<file path="config.mk">
export PLATFORM = sky130hd
export DESIGN_NAME = vmicro16_ifetch
export DESIGN_NICKNAME = d
export VERILOG_FILES = /design/src/rtl/vmicro16_ifetch.sv
export SDC_FILE = /design/constraint.sdc
export NUM_CORES = 1
export LEC_CHECK = 0
export CAP_MARGIN = 20
export CORE_MARGIN = 5
export CORE_UTILIZATION = 50
export DETAILED_ROUTE_END_ITERATION = 16
export PLACE_DENSITY_LB_ADDON = 0.05
export SKIP_CTS_REPAIR_TIMING = 1
export SLEW_MARGIN = 20
export SYNTH_ARGS = -nofsm -noshare
export SYNTH_HDL_FRONTEND = slang
export SYNTH_SLANG_ARGS = --single-unit
</file>
<file path="constraint.sdc">
create_clock -name clk -period 7.4 [get_ports clk]
set_input_delay 1.48 -clock clk [delete_from_list [all_inputs] [get_ports clk]]
set_output_delay 1.48 -clock clk [all_outputs]
set_load 0.01 [all_outputs]
</file>
<file path="src/rtl/vmicro16_ifetch.sv">
// vmicro16_ifetch: instruction fetch stage feeding vmicro16_dec.
// Owns the PC and reads a one-cycle-latency instruction BRAM. Returned words
// are queued with their PCs and handed to decode over a valid/ready handshake.
// An execute-stage redirect flushes the queue and drops any wrong-path read.
//
// Ports:
//   clk          clock, all state on rising edge
//   reset        asynchronous active-low reset
//   imem_addr    BRAM word address (the PC register)
//   imem_rd_en   BRAM read request (combinational), data returns next cycle
//   imem_data    BRAM read data
//   br_taken     redirect pulse from execute
//   br_target    redirect word address
//   instr        queue head instruction word
//   instr_pc     PC of queue head
//   instr_valid  queue non-empty
//   instr_ready  decode accepts the head this cycle
`timescale 1ns/1ps
module vmicro16_ifetch #(
  parameter int unsigned            DATA_WIDTH = 16,
  parameter logic [DATA_WIDTH-1:0]  PC_RESET   = '0,
  parameter int unsigned            BUF_DEPTH  = 2
) (
  input  logic                  clk,
  input  logic                  reset,
  output logic [DATA_WIDTH-1:0] imem_addr,
  output logic                  imem_rd_en,
  input  logic [DATA_WIDTH-1:0] imem_data,
  input  logic                  br_taken,
  input  logic [DATA_WIDTH-1:0] br_target,
  output logic [DATA_WIDTH-1:0] instr,
  output logic [DATA_WIDTH-1:0] instr_pc,
  output logic                  instr_valid,
  input  logic                  instr_ready
);

  localparam int unsigned PTR_W = (BUF_DEPTH > 1) ? $clog2(BUF_DEPTH) : 1;
  localparam int unsigned CNT_W = $clog2(BUF_DEPTH + 1);
  localparam int unsigned OCC_W = CNT_W + 1;

  logic [DATA_WIDTH-1:0] pc_q, pc_d;
  logic [DATA_WIDTH-1:0] tag_q, tag_d;
  logic                  inflight_q, inflight_d;
  logic [CNT_W-1:0]      count_q, count_d;
  logic [PTR_W-1:0]      rd_ptr_q, rd_ptr_d;
  logic [PTR_W-1:0]      wr_ptr_q, wr_ptr_d;
  logic [DATA_WIDTH-1:0] buf_data_q [BUF_DEPTH];
  logic [DATA_WIDTH-1:0] buf_pc_q   [BUF_DEPTH];

  logic                  pop_c;
  logic                  push_c;
  logic [OCC_W-1:0]      occ_after_pop_c;

  // Queue head and handshake
  assign instr_valid = (count_q != '0);
  assign instr       = buf_data_q[rd_ptr_q];
  assign instr_pc    = buf_pc_q[rd_ptr_q];
  assign imem_addr   = pc_q;
  assign pop_c       = instr_valid & instr_ready;

  // Credit rule: a read may issue only if its word is guaranteed a free slot
  // when it returns, counting the word already in flight.
  assign occ_after_pop_c = OCC_W'(count_q) + OCC_W'(inflight_q) - OCC_W'(pop_c);
  assign imem_rd_en      = reset & ~br_taken & (occ_after_pop_c < OCC_W'(BUF_DEPTH));

  // A returning word is dropped when a redirect lands on the same edge; the
  // redirect also clears inflight, so nothing from the old path arrives later.
  assign push_c = inflight_q & ~br_taken;

  // Next-state logic
  always_comb begin
    pc_d       = pc_q;
    tag_d      = tag_q;
    inflight_d = inflight_q;
    count_d    = count_q;
    rd_ptr_d   = rd_ptr_q;
    wr_ptr_d   = wr_ptr_q;
    if (br_taken) begin
      pc_d       = br_target;
      inflight_d = 1'b0;
      count_d    = '0;
      rd_ptr_d   = '0;
      wr_ptr_d   = '0;
    end else begin
      inflight_d = imem_rd_en;
      if (imem_rd_en) begin
        tag_d = pc_q;
        pc_d  = pc_q + DATA_WIDTH'(1);
      end
      if (push_c) begin
        wr_ptr_d = wr_ptr_q + PTR_W'(1);
      end
      if (pop_c) begin
        rd_ptr_d = rd_ptr_q + PTR_W'(1);
      end
      count_d = count_q + CNT_W'(push_c) - CNT_W'(pop_c);
    end
  end

  // Control state registers
  always_ff @(posedge clk or negedge reset) begin
    if (!reset) begin
      pc_q       <= PC_RESET;
      tag_q      <= '0;
      inflight_q <= 1'b0;
      count_q    <= '0;
      rd_ptr_q   <= '0;
      wr_ptr_q   <= '0;
    end else begin
      pc_q       <= pc_d;
      tag_q      <= tag_d;
      inflight_q <= inflight_d;
      count_q    <= count_d;
      rd_ptr_q   <= rd_ptr_d;
      wr_ptr_q   <= wr_ptr_d;
    end
  end

  // Instruction queue storage; cleared on reset so instr/instr_pc read zero
  always_ff @(posedge clk or negedge reset) begin
    if (!reset) begin
      for (int i = 0; i < int'(BUF_DEPTH); i++) begin
        buf_data_q[i] <= '0;
        buf_pc_q[i]   <= '0;
      end
    end else if (push_c) begin
      buf_data_q[wr_ptr_q] <= imem_data;
      buf_pc_q[wr_ptr_q]   <= tag_q;
    end
  end

endmodule

</file>
==> reports/metrics.cfg <==
[sta]
worstMarginPinSlew_ns=1.01
fin_crit_sh=0.816
skew_ns=0.00872
setup_violations=0
min_period_ns=6.04
slew_viol_final=0
finalHoldViolCount=0
max_freq_ghz=0.166
rsz0062_at_grt=false
setup-tns-final_ns=0
slew-limit-headroom=0.324

[synthesis]
ys_seq_elements=101
ys_seq_area_frac=0.546
async_flop_share=1.00
syn-instance-count=370
synth_nets=411
synth-edff-count=0
yosysWarnings=0
syn_area_sq_um=4630
synth_ff_type=dfrtp_1
ys_types=51
syn_avg_cell_area_sq_um=12.5

[finish]
area_growth_pct=24.8
diodes=0
final_core_util=0.631
nNetsFinal=493
nFillCells=726
drive_gt1_frac=0.280

[critical_path]
reg2reg_slack_ns=4.02
cp-start-kind=input port
reg2reg_depth=10
cp.required_ns=5.92
r2r-start=count_q[1]
crit_path_end_kind=output port
arrival_ns=4.56
regToRegEndpoint=imem_addr[6]
critical_path.max_fanout=24
crit_type=in2out
crit_path_start=instr_ready

[floorplanning]
initial_core_util=0.506
die_width_microns=106
die_h_microns=106
rows=35
num_io_pins=86
die_area_sq_um=11300
core-area_sq_um=9150

[worst_hold_path]
hold_start=buf_pc_q[17]
hold_end=buf_pc_q[17]
hold_depth=1
hold_class=reg2reg

[global_route]
grt_pass1_wl_mm=16.0
antenna_found_initial=0
grt_pass1_vias=3186
grt-busiest-layer=met2
grt_use_met2=0.279
grt_max_degree=69
grtUsageTotal=0.179
globalRouteMet1Util=0.254
grt_overflow=0
use_met3=0.0370

[detailed_routing]
post_drt_via_cell_ratio=5.40
wl_per_cell_microns=17.3
dr.pass1.iters=4
route.detailed.drc=0
drt_iter0_markers=106
routed_wirelength_mm=9.81
drtAntennaViolNets=0
via_count=3069

[clock_tree]
cts_tree=yes
clk_pin_slew_worst_paths_ns=0.10
clkLatencyLatePin_ns=0.35
clockBufferDepth=2
htree_levels=3
cts.sinks=101
cts_buffers=9
clk_root_buffer_cell=clkbuf_8

[placed_design]
hpwl_mm=6.68
port_buffers=85
place.gp.congestion=0.815

[pwr]
p_per_area_nw_per_um2=383
swShare=0.318
p_total_mw=2.21
p_clk_frac=0.175
p_seq_frac=0.419
power_frac_comb=0.406
leakage_nw=2.60
p_switching_uw=705
ir_drop_uv=167
internal-power_mw=1.51

[status]
outcome=finished clean

[job]
drv_cap=0

## worst max path at each step
stage | end | cells past startpoint
2_1_floorplan | imem_rd_en | 8
3_3_place_gp | imem_rd_en | 9
3_5_place_dp | imem_rd_en | 9
4_1_cts | imem_rd_en | 9
5_1_grt | imem_rd_en | 9
6_report | imem_rd_en | 9
## power by group through the flow
stage,registers [mW],logic [mW],clock network [mW]
2_1_floorplan,0.895,0.546,0
3_3_place_gp,0.924,0.893,0
3_5_place_dp,0.938,0.911,0
4_1_cts,0.928,0.916,0.398
5_1_grt,0.959,0.980,0.420
6_report,0.927,0.899,0.387
## final cells by class
| class | instances | area (sq um) | share of cell area |
|---|---|---|---|
| Inverter | 13 | 48.8 | 0.00845 |
| Clock inverter | 6 | 96.3 | 0.0167 |
| Clock buffer | 10 | 128 | 0.0221 |
| Tap cell | 111 | 139 | 0.0240 |
| Multi-Input combinational cell | 239 | 1970 | 0.341 |
| Sequential cell | 101 | 2530 | 0.437 |
| Timing Repair Buffer | 88 | 871 | 0.151 |
## registers in the layout, summed over array words and instances (netlist names)
register and flops:
tag_q 16, imem_addr 16, buf_pc_q 32, inflight_q 1, buf_data_q 32, rd_ptr_q 1
count_q 2, wr_ptr_q 1
## worst max-delay path: stages
cell and delay (ns):
clkdlybuf4s50_1 0.46, and2_1 0.20, ha_1 0.25, nand2b_1 0.15, fa_1 0.45, xnor2_2 0.27
nand2_2 0.32, inv_2 0.35, clkdlybuf4s50_1 0.60
## cells by family after synthesis
family	after synthesis	share of synthesized area
mux	96	0.233
xor+xnor	7	0.0165
fa+ha+maj	5	0.0151
flops	101	0.546
buf+inv	30	0.0314
compound gates	33	0.0516
simple gates	98	0.106
## cells in the final DEF, fill, tap and decap left out, types with 2 or more instances in the layout
cell / instances
ha_1: 4
mux2_1: 2
and3_1: 2
o311ai_1: 5
xnor2_1: 4
or2_2: 2
nand3_1: 9
nor3_1: 3
o21ai_1: 2
a221o_1: 2
dfrtp_1: 101
nand4_1: 2
clkdlybuf4s50_1: 84
nand3_2: 2
nand4_2: 2
o21ai_0: 9
nor2_1: 5
clkbuf_8: 9
bufinv_16: 2
nand2_1: 55
mux2_2: 93
buf_4: 4
nand3b_1: 2
inv_1: 11
o211ai_1: 4
clkinv_4: 2
or4_1: 3
inv_2: 2
a22oi_1: 2
a211o_1: 2
## cells in the mapped netlist, types with 2 or more instances
| cell type | count | share of area |
|---|---|---|
| a211o_1 | 2 | 0.0038 |
| buf_2 | 5 | 0.0054 |
| buf_4 | 3 | 0.0049 |
| buf_6 | 2 | 0.0049 |
| a22oi_1 | 2 | 0.0032 |
| nor3_1 | 3 | 0.0032 |
| o211ai_1 | 4 | 0.0065 |
| a221o_1 | 2 | 0.0043 |
| nor2_1 | 6 | 0.0049 |
| mux2_1 | 2 | 0.0049 |
| nand3_1 | 10 | 0.011 |
| nand2_1 | 55 | 0.045 |
| dfrtp_1 | 101 | 0.55 |
| mux2_2 | 93 | 0.23 |
| clkbuf_1 | 7 | 0.0057 |
| or4_1 | 3 | 0.0049 |
| nand4_2 | 2 | 0.0054 |
| inv_2 | 2 | 0.0016 |
| o21ai_1 | 2 | 0.0022 |
| or2_2 | 2 | 0.0027 |
| nand4_1 | 2 | 0.0027 |
| ha_1 | 4 | 0.011 |
| o311ai_1 | 5 | 0.0095 |
| and3_1 | 2 | 0.0027 |
| o21ai_0 | 9 | 0.0097 |
| nand3b_1 | 2 | 0.0032 |
| inv_1 | 11 | 0.0089 |
| xnor2_1 | 4 | 0.0076 |
## routing by layer
metal,wire (microns),vias to the layer above
li1,-,1466
met1,4760,1516
met2,4500,79
met3,457,8
met4,89,0
met5,0,-
## metrics by stage
step | cell area, sq um | hold WS (ns) | cells | worst slack (ns)
global placement | 5550 | 0.460 | 552 | 1.45
global route | 5780 | 0.520 | 568 | 1.18
CTS | 5780 | 0.499 | 568 | 1.33
detailed placement | 5550 | 0.476 | 552 | 1.32
finish | 5780 | 0.500 | 568 | 1.36
floorplan | 4630 | 0.444 | 370 | 2.72
Note: power is estimated with default switching activity, not from simulation.
